**config.mk**
```make
export PLATFORM = sky130hd
export DESIGN_NAME = calc_entry_ctrl
export DESIGN_NICKNAME = d
export VERILOG_FILES = /design/src/rtl/calc_pkg.sv /design/src/rtl/calc_entry_ctrl.sv
export SDC_FILE = /design/constraint.sdc
export NUM_CORES = 1
export LEC_CHECK = 0
export ABC_AREA = 1
export BUFFER_PORTS_ARGS = -buffer_cell sky130_fd_sc_hd__buf_2
export CORE_MARGIN = 10
export CORE_UTILIZATION = 60
export CTS_CLUSTER_SIZE = 40
export DETAILED_ROUTE_END_ITERATION = 8
export HOLD_SLACK_MARGIN = 0.1
export PLACE_DENSITY = 0.82
export SLEW_MARGIN = 30
export SYNTH_ARGS = -nofsm -noshare
export SYNTH_HDL_FRONTEND = slang
export SYNTH_SLANG_ARGS = --single-unit
```
**constraint.sdc**
```tcl
create_clock -name clk -period 2.7 [get_ports clk]
set_input_delay 0.675 -clock clk [delete_from_list [all_inputs] [get_ports clk]]
set_output_delay 0.675 -clock clk [all_outputs]
set_load 0.005 [all_outputs]
```
**src/rtl/calc_pkg.sv**
```systemverilog
// rtl/calc_pkg.sv - key codes, operator encoding and controller states for the calculator
package calc_pkg;

   localparam logic [3:0] KEY_ADD = 4'd10;
   localparam logic [3:0] KEY_SUB = 4'd11;
   localparam logic [3:0] KEY_MUL = 4'd12;
   localparam logic [3:0] KEY_DIV = 4'd13;
   localparam logic [3:0] KEY_EQ  = 4'd14;
   localparam logic [3:0] KEY_CLR = 4'd15;

   localparam logic [1:0] OP_ADD = 2'd0;
   localparam logic [1:0] OP_SUB = 2'd1;
   localparam logic [1:0] OP_MUL = 2'd2;
   localparam logic [1:0] OP_DIV = 2'd3;

   typedef enum logic [2:0] {
      S_OP1, S_OP2, S_WAIT, S_RESULT, S_CLRPEND, S_ERR
   } state_t;

   typedef enum logic [1:0] {
      K_DIGIT, K_OPER, K_EQ, K_CLR
   } key_class_t;

   function automatic key_class_t key_decode(input logic [3:0] code);
      if (code <= 4'd9)        return K_DIGIT;
      else if (code == KEY_EQ)  return K_EQ;
      else if (code == KEY_CLR) return K_CLR;
      else                      return K_OPER;
   endfunction

   function automatic logic [1:0] key_to_op(input logic [3:0] code);
      logic [3:0] w_d;
      w_d = code - KEY_ADD;
      return w_d[1:0];
   endfunction

endpackage

```
**src/rtl/calc_entry_ctrl.sv**
```systemverilog
// rtl/calc_entry_ctrl.sv - keypad-to-operand sequencer; all outputs registered, latency 1.
// Define CALC_CHAIN_EN to let an operator in the result state continue from the result.
module calc_entry_ctrl
   import calc_pkg::*;
#(
   parameter int MAX_DIGITS   = 4,
   parameter int CALC_TIMEOUT = 255
) (
   input  logic       clk,
   input  logic       rst,
   input  logic       key_valid,
   input  logic [3:0] key_code,
   output logic       key_ready,
   input  logic       calc_done,
   output logic [3:0] digits,
   output logic       newNumber,
   output logic       opnumber,
   output logic [1:0] digitnumber,
   output logic [1:0] op_clear,
   output logic [1:0] op_code,
   output logic       calc_start,
   output logic       load_result,
   output logic       result_valid,
   output logic       err,
   output logic       key_rejected
);

   localparam logic [2:0] MAXD  = 3'(MAX_DIGITS);
   localparam logic [7:0] TLAST = 8'(CALC_TIMEOUT - 1);

   state_t     r_state, w_state_nxt;
   logic [2:0] r_cnt, w_cnt;
   logic [7:0] r_timer, w_timer;
   logic [3:0] r_pend, w_pend;
   logic       r_key_ready;
   logic [3:0] r_digits, w_digits;
   logic       r_new, w_new;
   logic       r_opn, w_opn;
   logic [1:0] r_dpos, w_dpos;
   logic [1:0] r_clr, w_clr;
   logic [1:0] r_op, w_op;
   logic       r_start, w_start;
   logic       r_load, w_load;
   logic       r_rv, w_rv;
   logic       r_err, w_err;
   logic       r_rej, w_rej;

   logic       w_acc;
   key_class_t w_kc;

   assign w_acc = key_valid & r_key_ready;
   assign w_kc  = key_decode(key_code);

   always_ff @(posedge clk or negedge rst) begin
      if (!rst) begin
         r_state     <= S_OP1;
         r_cnt       <= '0;
         r_timer     <= '0;
         r_pend      <= '0;
         r_key_ready <= 1'b1;
         r_digits    <= '0;
         r_new       <= 1'b0;
         r_opn       <= 1'b0;
         r_dpos      <= '0;
         r_clr       <= '0;
         r_op        <= '0;
         r_start     <= 1'b0;
         r_load      <= 1'b0;
         r_rv        <= 1'b0;
         r_err       <= 1'b0;
         r_rej       <= 1'b0;
      end else begin
         r_state     <= w_state_nxt;
         r_cnt       <= w_cnt;
         r_timer     <= w_timer;
         r_pend      <= w_pend;
         r_key_ready <= (w_state_nxt != S_WAIT) && (w_state_nxt != S_CLRPEND);
         r_digits    <= w_digits;
         r_new       <= w_new;
         r_opn       <= w_opn;
         r_dpos      <= w_dpos;
         r_clr       <= w_clr;
         r_op        <= w_op;
         r_start     <= w_start;
         r_load      <= w_load;
         r_rv        <= w_rv;
         r_err       <= w_err;
         r_rej       <= w_rej;
      end
   end

   always_comb begin
      w_state_nxt = r_state;
      case (r_state)
         S_OP1: begin
            if (w_acc && w_kc == K_CLR) w_state_nxt = S_OP1;
            else if (w_acc && w_kc == K_OPER && r_cnt != 3'd0) w_state_nxt = S_OP2;
         end
         S_OP2: begin
            if (w_acc && w_kc == K_CLR) w_state_nxt = S_OP1;
            else if (w_acc && w_kc == K_EQ && r_cnt != 3'd0) w_state_nxt = S_WAIT;
         end
         S_WAIT: begin
            // completion on the final timer cycle still counts as success
            if (calc_done) w_state_nxt = S_RESULT;
            else if (r_timer == TLAST) w_state_nxt = S_ERR;
         end
         S_RESULT: begin
            if (w_acc && w_kc == K_CLR) w_state_nxt = S_OP1;
            else if (w_acc && w_kc == K_DIGIT) w_state_nxt = S_CLRPEND;
`ifdef CALC_CHAIN_EN
            else if (w_acc && w_kc == K_OPER) w_state_nxt = S_OP2;
`endif
         end
         S_CLRPEND: w_state_nxt = S_OP1;
         S_ERR:     if (w_acc && w_kc == K_CLR) w_state_nxt = S_OP1;
         default:   w_state_nxt = S_OP1;
      endcase
   end

   always_comb begin
      w_cnt    = r_cnt;
      w_timer  = r_timer;
      w_pend   = r_pend;
      w_digits = r_digits;
      w_opn    = r_opn;
      w_dpos   = r_dpos;
      w_op     = r_op;
      w_rv     = r_rv;
      w_err    = r_err;
      w_new    = 1'b0;
      w_clr    = 2'b00;
      w_start  = 1'b0;
      w_load   = 1'b0;
      w_rej    = 1'b0;
      if (w_acc && w_kc == K_CLR) begin
         w_clr = 2'b11;
         w_cnt = '0;
         w_rv  = 1'b0;
         w_err = 1'b0;
      end else begin
         case (r_state)
            S_OP1, S_OP2: if (w_acc) begin
               if (w_kc == K_DIGIT) begin
                  if (r_cnt < MAXD) begin
                     w_new    = 1'b1;
                     w_digits = key_code;
                     w_opn    = (r_state == S_OP2);
                     w_dpos   = r_cnt[1:0];
                     w_cnt    = r_cnt + 3'd1;
                  end else w_rej = 1'b1;
               end else if (w_kc == K_OPER && r_state == S_OP1 && r_cnt != 3'd0) begin
                  w_op  = key_to_op(key_code);
                  w_cnt = '0;
               end else if (w_kc == K_EQ && r_state == S_OP2 && r_cnt != 3'd0) begin
                  w_start = 1'b1;
                  w_timer = '0;
               end else w_rej = 1'b1;
            end
            S_WAIT: begin
               if (calc_done) w_rv = 1'b1;
               else if (r_timer == TLAST) w_err = 1'b1;
               else w_timer = r_timer + 8'd1;
            end
            S_RESULT: if (w_acc) begin
               if (w_kc == K_DIGIT) begin
                  w_clr  = 2'b11;
                  w_rv   = 1'b0;
                  w_pend = key_code;
               end
`ifdef CALC_CHAIN_EN
               else if (w_kc == K_OPER) begin
                  w_load = 1'b1;
                  w_clr  = 2'b10;
                  w_op   = key_to_op(key_code);
                  w_rv   = 1'b0;
                  w_cnt  = '0;
               end
`endif
               else w_rej = 1'b1;
            end
            S_CLRPEND: begin
               w_new    = 1'b1;
               w_digits = r_pend;
               w_opn    = 1'b0;
               w_dpos   = 2'd0;
               w_cnt    = 3'd1;
            end
            S_ERR: if (w_acc) w_rej = 1'b1;
            default: ;
         endcase
      end
   end

   assign key_ready    = r_key_ready;
   assign digits       = r_digits;
   assign newNumber    = r_new;
   assign opnumber     = r_opn;
   assign digitnumber  = r_dpos;
   assign op_clear     = r_clr;
   assign op_code      = r_op;
   assign calc_start   = r_start;
   assign load_result  = r_load;
   assign result_valid = r_rv;
   assign err          = r_err;
   assign key_rejected = r_rej;

endmodule

```
==> impl_metrics.toml <==
[placed_design]
globalplace.congestion = 0.862
dp_hpwl_um = 3090
dpl.cell_count = 313
numPortBuffers = 24

[drt]
drtIter0Drc = 153
ant_nets = 0
viasPerCell = 5.13
drtPass1Iterations = 4
vias = 1647
routedWlPerCell_um = 12.6
wirelength_um = 4030
post-route-drc-count = 0

[worst_setup_path]
cp_slowest_cell = "nor2_4"
cp_max_fo = 9
crit_chain = "buf_2 > nand2_1 > inv_1 > nand2_2 > nand2_4 > nor2_4 > nand2_4 > nand2_1 > nand2_1"
path_class = "input port to flop"
slowest_delay_ns = 0.25
worst_setup_path_start_kind = "input port"
crit_arrival_ns = 1.97
crit_top_cell = "nand2_1"
worstPathRequired_ns = 2.94
cp-end-kind = "flop"

[finish]
finalNonFillerCells = 321
layout_commonest_cell = "nand2_1"
drive_gt1_share_pct = 21.7
syn2layout_area_growth_pct = 10.2
final_cell_mix = "76 x nand2_1, 33 x dfrtp_1, 29 x nor2_1"
nets = 288
diodes = 0

[global_route]
grt_max_degree = 35
use_met3_pct = 5.48
antenna_found_initial = 0
grt_pass1_wl_um = 7110
grt_most_used_layer = "met2"
grt_overflow = 0
grt_pass1_vias = 1611
track_usage_pct = 14.1
use_met1_pct = 17.7
grt_use_met2_pct = 21.2

[timing]
setup_violations = 0
clock_skew_ns = 0.00916
period_minus_slack_ns = 1.74
post-route-period-util_pct = 64.3
hold_violations = 0
fmax_mhz = 576
rsz0062_at_grt = "false"
slew_headroom_pct = 50.4
fin_setup_tns_ns = 0
worst_pin_slew_ns = 0.744
drv_slew = 0

[die]
die_h_um = 77.2
rows = 20
die_area_um2 = 5970
start_util_pct = 63.3
die_w_um = 77.2
core_um2 = 3100
io_pins = 26

[synthesis]
synth-async-reset-ratio_pct = 100
synth_top_flop_cell = "dfrtp_1"
postSynthAreaPerCell_um2 = 7.86
synthCells = 250
synth_fp_nets = 262
ys_seq_elements = 34
syn_area_um2 = 1970
synth_cell_type_count = 34
yosysWarnings = 0
yosysSeqAreaShare_pct = 43.3
synth_edf_count = 0

[power]
clock_power_share_pct = 17.0
p_sw_uw = 735
ir_drop_v = 0.000474
power.density_nw_per_um2 = 825
leakage_uw = 0.00116
power_frac_seq_pct = 41.9
p_int_uw = 1050
p_comb_share_pct = 41.1
switching_share_pct = 41.1

[clocking]
cts_resized = 0
clock-sinks = 34
htree_levels = 2
cts.path.max_buffers = 2
cts_tree = "built"
cts_inserted_buffers = 5
cts_root_buffer = "clkbuf_4"
clk_latency_ns = 0.34
post_cts_buffers = 0
postCtsHoldBufs = 0
path_clk_slew_ns = 0.11

[run_status]
outcome = "finished, final reports clean"

[flow_run]
drv_cap = 0

[hold_path]
hold_class = "input port to async pin"
==> power by group through the flow <==
stage / sequential (uW) / combinational [uW] / clock [uW]
CTS: 750 / 745 / 306
detailed placement: 759 / 741 / 0
global placement: 753 / 735 / 0
floorplan: 756 / 526 / 0
global route: 769 / 840 / 338
finish: 749 / 735 / 303
==> critical path, delay by kind of cell <==
family                 cells  cell delay [ns]
and+or+nand+nor            7             1.06
buffers and inverters      2             0.24
==> path summary, 6_finish.rpt <==
check,depth (start not counted),slack (ns),endpoint,from
hold reg to reg,2,0.48,digits[1]$_DFFE_PN0P_,digits[1]$_DFFE_PN0P_
setup reg to reg,8,0.99,r_cnt[1]$_DFFE_PN0P_,r_state[1]$_DFF_PN0_
setup / recovery,9,0.96,r_timer[3]$_DFFE_PN0P_,key_valid
max in group asynchronous,1,1.84,r_cnt[2]$_DFFE_PN0P_,rst
hold / removal,1,0.39,err$_DFFE_PN0P_,rst
min in group clk,2,0.48,digits[1]$_DFFE_PN0P_,digits[1]$_DFFE_PN0P_
==> cells in the mapped netlist, drive strengths merged (3+ instances only) <==
cell type	instances	area share, %
a21oi	7	2.4
buf	4	1.8
dfrtp	33	42
ha	4	2.5
inv	27	5.5
nand2	85	19
nand3	21	6.1
nand4	4	2.0
nor2	33	7.3
o21ai	17	4.3
xnor2	3	1.3
xor2	3	1.3
==> layer usage <==
metal  share of wire, %  wire length [um]
met4                2.5               101
met1                 46              1840
met5                  0                 0
met3                7.8               314
met2                 44              1780
==> cells by family after synthesis <==
logic type	Yosys count	share of synthesized area (%)
adder cells (fa/ha/maj)	4	2.55
AO/OA/AOI/OAI	28	8.78
buffers and inverters	32	7.51
flip-flops	34	43.3
other	1	0.191
XOR/XNOR	6	2.67
AND/OR/NAND/NOR	145	34.9
==> state kept, by name, indices dropped and copies added, names as in the netlist, 2 cells and up <==
register / flops
digitnumber: 2
digits: 4
op_code: 2
r_cnt: 3
r_pend: 4
r_state: 3
r_timer: 8
==> final cells by class <==
type                       count  area (um2)
sequential                    34         852
tap                           44        55.1
inverter                      27         109
timing repair buffer          24         120
clock inverter                 2        12.5
clock buffer                   6        51.3
fill                         292         937
multi-input combinational    184         966
==> per-stage QoR <==
step                      total power, uW  worst slack (ns)  area [um2]  hold slack (ns)  utilization (%)
after floorplan                      1280              1.01        1970            0.379                -
after global placement               1490             0.613        2100            0.457             67.7
after detailed placement             1500             0.606        2100            0.460             67.7
after CTS                            1800             0.969        2170            0.414             69.8
after global routing                 1950             0.810        2170            0.427             69.8
final                                1790             0.964        2170            0.388             69.8
Power figures use the tool's default switching activity.
